## config.mk

```make
export PLATFORM = sky130hd
export DESIGN_NAME = sprite_reg_commit_scheduler_flat
export DESIGN_NICKNAME = d
export VERILOG_FILES = /design/src/rtl/sprite_reg_commit_scheduler_if.sv /design/src/rtl/sprite_reg_commit_scheduler.sv /design/src/flat_wrapper.sv
export SDC_FILE = /design/constraint.sdc
export NUM_CORES = 1
export LEC_CHECK = 0
export CAP_MARGIN = 40
export CORE_ASPECT_RATIO = 0.5
export CORE_MARGIN = 4
export CORE_UTILIZATION = 60
export DETAILED_ROUTE_END_ITERATION = 10
export DONT_BUFFER_PORTS = 1
export GPL_TIMING_DRIVEN = 0
export PLACE_DENSITY_LB_ADDON = 0.12
export SETUP_SLACK_MARGIN = 0.02
export SKIP_CTS_REPAIR_TIMING = 1
export SLEW_MARGIN = 20
export SYNTH_ARGS = -nofsm -noshare
export SYNTH_HDL_FRONTEND = slang
export SYNTH_SLANG_ARGS = --single-unit
```

## constraint.sdc

```tcl
create_clock -name clk -period 12.7 [get_ports clk]
set_input_delay 2.54 -clock clk [delete_from_list [all_inputs] [get_ports clk]]
set_output_delay 2.54 -clock clk [all_outputs]
set_load 0.02 [all_outputs]
```

## src/rtl/sprite_reg_commit_scheduler_if.sv

```systemverilog
// Avalon-MM slave bundle for the sprite register commit scheduler.
// chipselect/write/read/address/writedata come from the HPS bridge;
// readdata returns the status word (registered, 1-cycle latency).
interface sprite_reg_commit_scheduler_if #(
    parameter int ADDR_W = 9,
    parameter int DATA_W = 32
);
    logic              chipselect;
    logic              write;
    logic              read;
    logic [ADDR_W-1:0] address;
    logic [DATA_W-1:0] writedata;
    logic [31:0]       readdata;

    modport slave (
        input  chipselect, write, read, address, writedata,
        output readdata
    );

    modport master (
        output chipselect, write, read, address, writedata,
        input  readdata
    );
endinterface

```

## src/rtl/sprite_reg_commit_scheduler.sv

```systemverilog
// Sprite register commit scheduler.
// Queues CPU register writes and replays them onto the sprite engine's
// register write port only during vertical blank, so every position update
// of a frame lands atomically.
// Ports:
//   clk, reset_n      system clock, asynchronous active-low reset
//   bus (slave)       Avalon write path into the FIFO, status readback
//   vcount            VGA line counter; vblank = vcount >= VACTIVE
//   reg_we/addr/data  replayed register writes (addr/data hold when idle)
//   frame_tick        one-cycle pulse the cycle after vblank entry
//   commit_done       one-cycle pulse after a drain empties the FIFO
//   fifo_level        current occupancy
//   overflow          sticky: a write was dropped; cleared by a status write
module sprite_reg_commit_scheduler #(
    parameter int              DEPTH       = 16,
    parameter int              ADDR_W      = 9,
    parameter int              DATA_W      = 32,
    parameter int              VACTIVE     = 480,
    parameter logic [ADDR_W-1:0] STATUS_ADDR = ADDR_W'(9'h1FF)
) (
    input  logic                    clk,
    input  logic                    reset_n,
    sprite_reg_commit_scheduler_if.slave bus,
    input  logic [9:0]              vcount,
    output logic                    reg_we,
    output logic [ADDR_W-1:0]       reg_addr,
    output logic [DATA_W-1:0]       reg_data,
    output logic                    frame_tick,
    output logic                    commit_done,
    output logic [$clog2(DEPTH):0]  fifo_level,
    output logic                    overflow
);
    localparam int PW = $clog2(DEPTH);
    localparam int LW = PW + 1;
    localparam logic [9:0] VACT = 10'(VACTIVE);

    typedef enum logic [1:0] {COLLECT, DRAIN, DONE} state_t;

    state_t state, state_nx;

    logic [ADDR_W+DATA_W-1:0] mem [DEPTH];
    logic [PW-1:0] wr_ptr, rd_ptr;
    logic vblank, vblank_q, rise;
    logic push_req, push, pop, drop, clear, full;

    assign vblank   = (vcount >= VACT);
    assign rise     = vblank & ~vblank_q;
    assign push_req = bus.chipselect & bus.write & (bus.address != STATUS_ADDR);
    assign clear    = bus.chipselect & bus.write & (bus.address == STATUS_ADDR);
    assign full     = (fifo_level == LW'(DEPTH));
    // A full FIFO still accepts a write when the head leaves in the same cycle.
    assign push     = push_req & (~full | pop);
    assign drop     = push_req & full & ~pop;

    always_comb begin
        state_nx    = state;
        pop         = 1'b0;
        commit_done = 1'b0;
        case (state)
            COLLECT: if (rise) state_nx = DRAIN;
            DRAIN: begin
                if (fifo_level == '0)
                    state_nx = DONE;
                else if (!vblank)
                    state_nx = COLLECT;  // blank ended: leftovers wait for next frame
                else
                    pop = 1'b1;
            end
            DONE: begin
                commit_done = 1'b1;
                state_nx    = COLLECT;
            end
            default: state_nx = COLLECT;
        endcase
    end

    always_ff @(posedge clk or negedge reset_n) begin
        if (!reset_n) begin
            state        <= COLLECT;
            vblank_q     <= 1'b0;
            frame_tick   <= 1'b0;
            wr_ptr       <= '0;
            rd_ptr       <= '0;
            fifo_level   <= '0;
            overflow     <= 1'b0;
            reg_we       <= 1'b0;
            reg_addr     <= '0;
            reg_data     <= '0;
            bus.readdata <= '0;
        end else begin
            state      <= state_nx;
            vblank_q   <= vblank;
            frame_tick <= rise;
            reg_we     <= pop;

            if (push) wr_ptr <= wr_ptr + PW'(1);
            if (pop) begin
                rd_ptr               <= rd_ptr + PW'(1);
                {reg_addr, reg_data} <= mem[rd_ptr];
            end

            case ({push, pop})
                2'b10:   fifo_level <= fifo_level + LW'(1);
                2'b01:   fifo_level <= fifo_level - LW'(1);
                default: fifo_level <= fifo_level;
            endcase

            if (drop)
                overflow <= 1'b1;
            else if (clear)
                overflow <= 1'b0;

            if (bus.chipselect && bus.read)
                bus.readdata <= {16'h0000, 8'(fifo_level), 6'b000000,
                                 (state == DRAIN), overflow};
        end
    end

    // Storage needs no reset; occupancy is tracked by the pointers and level.
    always_ff @(posedge clk) begin
        if (push) mem[wr_ptr] <= {bus.address, bus.writedata};
    end
endmodule

```

## src/flat_wrapper.sv

```systemverilog
// flat-port wrapper written by rule: the top's interface ports become plain ports
module sprite_reg_commit_scheduler_flat 
#(
    parameter int              DEPTH       = 16,
    parameter int              ADDR_W      = 9,
    parameter int              DATA_W      = 32,
    parameter int              VACTIVE     = 480,
    parameter logic [ADDR_W-1:0] STATUS_ADDR = ADDR_W'(9'h1FF)
)
  (clk, reset_n, vcount, reg_we, reg_addr, reg_data, frame_tick, commit_done, fifo_level, overflow, bus_chipselect, bus_write, bus_read, bus_address, bus_writedata, bus_readdata);
  sprite_reg_commit_scheduler_if #(.ADDR_W(ADDR_W), .DATA_W(DATA_W)) bus_i ();
  input  logic clk;
  input  logic reset_n;
  input  logic [9:0] vcount;
  output logic reg_we;
  output logic [ADDR_W-1:0] reg_addr;
  output logic [DATA_W-1:0] reg_data;
  output logic frame_tick;
  output logic commit_done;
  output logic [$clog2(DEPTH):0] fifo_level;
  output logic overflow;
  input wire logic [$bits(bus_i.chipselect)-1:0] bus_chipselect;
  input wire logic [$bits(bus_i.write)-1:0] bus_write;
  input wire logic [$bits(bus_i.read)-1:0] bus_read;
  input wire logic [$bits(bus_i.address)-1:0] bus_address;
  input wire logic [$bits(bus_i.writedata)-1:0] bus_writedata;
  output wire logic [$bits(bus_i.readdata)-1:0] bus_readdata;
  assign bus_i.chipselect = bus_chipselect;
  assign bus_i.write = bus_write;
  assign bus_i.read = bus_read;
  assign bus_i.address = bus_address;
  assign bus_i.writedata = bus_writedata;
  assign bus_readdata = bus_i.readdata;
  sprite_reg_commit_scheduler #(.DEPTH(DEPTH), .ADDR_W(ADDR_W), .DATA_W(DATA_W), .VACTIVE(VACTIVE), .STATUS_ADDR(STATUS_ADDR)) u_core (.clk(clk), .reset_n(reset_n), .bus(bus_i), .vcount(vcount), .reg_we(reg_we), .reg_addr(reg_addr), .reg_data(reg_data), .frame_tick(frame_tick), .commit_done(commit_done), .fifo_level(fifo_level), .overflow(overflow));
endmodule
```

==> Word-level counts from Yosys, hierarchy flattened <==
Memories as Yosys holds them, arrays and structs flattened. A register that Yosys moved wholly into a read port is not among the register bits.
Cells that the tools add are included.
{ "classes": {"addsub": 4, "order_cmp": 1, "eq_ne": 9, "muxes": 13, "n_bitwise": 11, "reduce_logical": 7} }
{ "ops": {"columns": ["operator", "count"], "rows": [
  ["greater-or-equal comparator 10 x 9 -> 1 bit, second input constant", 1],
  ["one-hot mux 5 bit (2 select lines)", 1],
  ["== test 9 bit, second input constant", 1],
  ["inequality test 9 bit, second input constant", 1],
  ["adder 4 x 1 -> 4 bit, second input constant", 2],
  ["two-way mux 1 bit", 8],
  ["AND 1 bit", 7],
  ["two-way mux 2 bit", 3],
  ["adder 5 x 1 -> 5 bit, second input constant", 1],
  ["== test 5 bit, second input constant", 1],
  ["zero test 5 bit", 1],
  ["subtractor 5 x 1 -> 5 bit, second input constant", 1],
  ["== test 2 x 1 -> 1 bit, second input constant", 2],
  ["== test 2 bit, second input constant", 2],
  ["one-hot mux 2 bit (2 select lines)", 1],
  ["nonzero test 2 bit", 2],
  ["inequality test 3 bit, second input constant", 1],
  ["inverter 1 bit", 3],
  ["zero test 2 bit", 1],
  ["inequality test 2 x 1 -> 1 bit, second input constant", 1],
  ["AND reduction 2 bit", 1],
  ["logical AND 1 bit", 1],
  ["zero test 1 bit", 1],
  ["OR 1 bit", 1]
]} }
{ "word_totals": {"regBits": 26, "ram_bits": 656, "out_inout_bits": 82, "n_memories": 1} }
{ "memory_table": {"columns": ["name", "words", "word_bits", "read_ports", "rd_clocked_by_memory_dff", "write_ports", "line_no", "source"], "rows": [
  ["u_core.mem", 16, 41, 1, 1, 1, "sprite_reg_commit_scheduler.sv:41", "logic [ADDR_W+DATA_W-1:0] mem [DEPTH];"]
]} }

==> Longest topological paths before layout <==
{ "logic_depth": {"depth_word": 8, "mapped_depth": 10} }

==> Worst setup path before layout <==
OpenSTA, ideal clock, no wires.
{ "synth_timing": {"path_type": "input-to-reg", "from": "input port bus_chipselect", "to": "memory u_core.mem[3][0] (netlist bit) (enable)", "setup_ns": 0.490, "arrival_ns": 6.118, "required_ns": 12.210, "setup_slack_ns": 6.092, "path_stages": 5, "path_buffers": 1, "path_cell_list": "and2_1 o31a_1 clkbuf_1 nand3_1 nor3_1"} }
{ "synth_between": {"elab_chain_cells": 5} }
{ "synth_rtl": {"columns": ["item", "line_no", "source"], "rows": [
  ["start: declaration", "flat_wrapper.sv:22", "input wire logic [$bits(bus_i.chipselect)-1:0] bus_chipselect;"],
  ["AND 1 bit (2 in a row)", "sprite_reg_commit_scheduler.sv:48", "assign push_req = bus.chipselect & bus.write & (bus.address != STATUS_ADDR);"],
  ["AND 1 bit", "sprite_reg_commit_scheduler.sv:52", "assign push = push_req & (~full | pop);"],
  ["two-way mux 1 bit", "sprite_reg_commit_scheduler.sv:121", "if (push) mem[wr_ptr] <= {bus.address, bus.writedata};"],
  ["two-way mux 1 bit (implied by the code)", "sprite_reg_commit_scheduler.sv:121", null],
  ["end: declaration", "sprite_reg_commit_scheduler.sv:41", null]
]} }
No other way between the ends.

==> Final worst setup path <==
{ "layout_timing": {"from": "input port vcount[7]", "to": "register u_core.fifo_level[4]"} }
{ "layout_between": {"elab_chain_cells": 8} }
{ "layout_rtl": {"columns": ["item", "line_no", "source"], "rows": [
  ["start: declaration", "flat_wrapper.sv:14", "input logic [9:0] vcount;"],
  ["greater-or-equal comparator 10 x 9 -> 1 bit *", "sprite_reg_commit_scheduler.sv:46", "assign vblank = (vcount >= VACT);"],
  ["net u_core.vblank", "sprite_reg_commit_scheduler.sv:43", "logic vblank, vblank_q, rise;"],
  ["two-way mux 1 bit *", "sprite_reg_commit_scheduler.sv:64", "else if (!vblank)"],
  ["two-way mux 1 bit *", "sprite_reg_commit_scheduler.sv:62", "if (fifo_level == '0)"],
  ["two-way mux 1 bit *", "sprite_reg_commit_scheduler.sv:59", "case (state)"],
  ["OR 1 bit", "sprite_reg_commit_scheduler.sv:52", null],
  ["AND 1 bit", "sprite_reg_commit_scheduler.sv:52", null],
  ["== test 2 x 1 -> 1 bit / == test 2 bit (equally long branches)", "sprite_reg_commit_scheduler.sv:102", "case ({push, pop})"],
  ["one-hot mux 5 bit (2 select lines) / nonzero test 2 bit (equally long branches)", null, null],
  ["end signal: assignment", "sprite_reg_commit_scheduler.sv:103", "2'b10: fifo_level <= fifo_level + LW'(1);"],
  ["end signal: assignment", "sprite_reg_commit_scheduler.sv:104", "2'b01: fifo_level <= fifo_level - LW'(1);"],
  ["end signal: assignment", "sprite_reg_commit_scheduler.sv:105", "default: fifo_level <= fifo_level;"],
  ["end: declaration", "sprite_reg_commit_scheduler.sv:30", "output logic [$clog2(DEPTH):0] fifo_level,"]
]} }
The timed path passes the listed nets; every way through them passes the cells marked *.
A chain may end at the register's enable or synchronous reset.

==> results.ini <==
[outcome]
status = finished clean

[timing]
finClkSkew_ns = 0.0132
hold_viol = 0
slew_headroom_pct = 41.5
finalCritPeriodShare_pct = 39.9
max_clock_freq_ghz = 0.197
setup_viol = 0
period_minus_slack_ns = 5.07
grt_setup_unrepaired = no
report.final.slew_viol_count = 0
setup-tns-final_ns = 0
worstMarginPinSlew_ns = 0.877
finalHoldWorstSlack_ns = 0.428

[worst_setup_path]
rrSetupSlack_ns = 8.61
r2r_start = u_core.fifo_level[1]$_DFFE_PN0P_
crit_type = input pin to register
cp_cell_sequence = a41oi_1, inv_1, o211ai_2, clkbuf_1, nor2_1, ha_1, nand3_1, and2_1, a31o_2, o211a_1
critPathArrivalTime_ns = 5.56
crit_fanout = 10
r2r-end = u_core.fifo_level[4]$_DFFE_PN0P_
cp_slowest_cell = clkbuf_1
critPathRequiredTime_ns = 13.20
start_kind = input pin
cpPeakStageDelay_ns = 0.73
endpoint_kind = register
reg2reg_depth = 9

[power]
power_density_nw_per_um2 = 208
p_total_mw = 6.50
seqPwrFrac_pct = 46.3
combPwrFrac_pct = 26.4
intPower_mw = 4.63
p_leak_nw = 10.3
p_sw_mw = 1.87
sw_frac_of_total_pct = 28.7
ir_worst_vdd_v = 0.000106
clock_power_share_pct = 27.2

[placement]
gp_congestion = 0.769
io_buffers = 0
hpwl_um = 37300
placedCellCount = 1936

[logic_synthesis]
synth-seq-area-share_pct = 76.8
synth_most_common_cell = edfxtp_1
yosys.area_share.simple_pct = 2.81
synth_edf_count = 656
synthAdderAreaFrac_pct = 0.431
yosysTopAreaCell = edfxtp_1
syn_avg_cell_area_sq_um = 22.2
yosys_warnings = 0
synthCells = 1252
synth.area.mux_share_pct = 16.9
synth_area_leaders = edfxtp_1 (71%), mux4_2 (16%), dfrtp_1 (6.0%)
synthFlopType = edfxtp_1
synth_commonest_cells = edfxtp_1 (656), mux4_2 (196), nand2_1 (132)
netlist.area_leader.share_pct = 70.8
synth_cell_types = 45
synth-compound-area-share_pct = 0.724
async_flop_share_pct = 9.27
synth-xor-area-share_pct = 0.252
netlist_area_sq_um = 27800
synth-seq-cells = 723
synth_top_family_by_area = multiplexers

[floorplan]
dieArea_sq_um = 50100
initial_core_util_pct = 61.2
die_height_um = 160
rows = 55
fp.dieW_um = 313
ios = 138
core-area_sq_um = 45500

[grt]
grt_pass1_wl_um = 91200
grt_use_met2_pct = 39.4
grt_usage_pct = 25.2
grt_use_met3_pct = 5.60
grt_max_degree = 68
first_global_vias = 13462
antenna_found_initial = 1
grt_overflow_total = 0
grt_busiest_layer = met2
met1_usage_pct = 38.4

[drt]
ant_nets = 0
first_pass_iters = 4
wl_um = 62000
drc = 0
drt-initial-drc-count = 1457
vias = 13247
avgRoutedWirePerCell_um = 30.2
vias_per_cell = 6.46

[cts]
clk_path_buf_depth = 3
cts_root_buf = clkbuf_16
cts_tree = built
worstSkewPairLatency_ns = 0.60
htree_levels = 2
clkTransAtPathRegs_ns = 0.07
cts_buffers = 58
cts_sinks = 723

[cells_and_area]
seq_area_sq_um = 21400
fillCellCount = 2782
multi_input_area_sq_um = 6050
area_growth_pct = 12.3
final_cells = 2052
nets = 1440
drive_gt1_share_pct = 27.4
num_antenna_cells = 0

[worst_hold_path]
min_path_type = register to register
whs_endpoint = u_core.frame_tick$_DFF_PN0_
holdPathStages = 1
min_from = u_core.vblank_q$_DFF_PN0_

[run]
maxCapViolations = 0

power by group through the flow:
stage	Clock, mW	Sequential [mW]	Combinational [mW]
6_report	1.77	3.01	1.72
5_1_grt	1.90	3.03	1.84
4_1_cts	1.79	3.01	1.72
3_5_place_dp	0	3.06	1.71
3_3_place_gp	0	3.06	1.61
2_1_floorplan	0	3.02	1.22
metrics by stage:
step	instance area, sq um	setup WS [ns]	util (%)
global route	31300	7.46	68.7
global placement	28700	2.30	63.1
CTS	31200	7.72	68.6
floorplan	27900	6.09	-
finish	31300	7.63	68.7
detailed placement	29400	7.11	64.5
final cells by class:
cell class              count  area share, %
plain buffers              85           1.82
clock buffers              97           5.54
clock inverters            13          0.360
inverters                   6         0.0720
multi-input cells         462           19.3
flip-flops and latches    723           68.4
well taps                 627           2.51
repair buffers             39           1.98
cell usage in the layout (no fill, tap or decap), drive strengths merged, types with 8 or more instances in the layout:
| cell | instances |
|---|---|
| buf | 95 |
| conb | 25 |
| ha | 8 |
| mux4 | 205 |
| dfrtp | 67 |
| a21oi | 8 |
| edfxtp | 656 |
| clkinv | 11 |
| clkbuf | 126 |
| nand2 | 132 |
| and3 | 13 |
per-layer routing:
| layer | vias up | share of wire, % | wire [um] |
|---|---|---|---|
| li1 | 5366 | - | - |
| met1 | 7145 | 41 | 25700 |
| met2 | 667 | 47 | 29400 |
| met3 | 69 | 9.9 | 6160 |
| met4 | 0 | 1.2 | 719 |
| met5 | - | 0 | 0 |
sequential cells by signal (all words and copies together), names as in the netlist, 2 cells and up:
name                 count
u_core.mem             656
u_core.reg_data         32
u_core.reg_addr          9
u_core.bus.readdata      7
u_core.fifo_level        5
u_core.rd_ptr            4
u_core.wr_ptr            4
u_core.state             2
logic make-up (layout without fill, tap and decap cells):
kind of cell | Yosys count | after routing
mux | 209 | 209
simple gates | 182 | 182
fa+ha+maj | 9 | 9
buf+inv | 91 | 240
flops | 723 | 723
compound gates | 29 | 29
xor+xnor | 8 | 8
other cells | 1 | 25
critical path, delay by kind of cell:
kind,cells,cell delay (ns)
adders and majority gates,1,0.43
and+or+nand+nor,3,0.58
buffers and inverters,2,0.90
AOI/OAI and AO/OA,4,1.10
how the worst max path moves through the flow:
stage                              start  slack, ns  depth (start not counted)                          endpoint
final                          vcount[7]       7.63                         10  u_core.fifo_level[4]$_DFFE_PN0P_
after global routing           vcount[7]       7.46                         10  u_core.fifo_level[4]$_DFFE_PN0P_
after CTS                      vcount[7]       7.72                         10  u_core.fifo_level[4]$_DFFE_PN0P_
after detailed placement       vcount[7]       7.11                         10  u_core.fifo_level[4]$_DFFE_PN0P_
after global placement         vcount[5]       2.30                          4       u_core.mem[3][21]$_DFFE_PP_
after floorplan           bus_chipselect       6.09                          5        u_core.mem[3][0]$_DFFE_PP_
No activity file was read; power rests on OpenSTA's default activity.
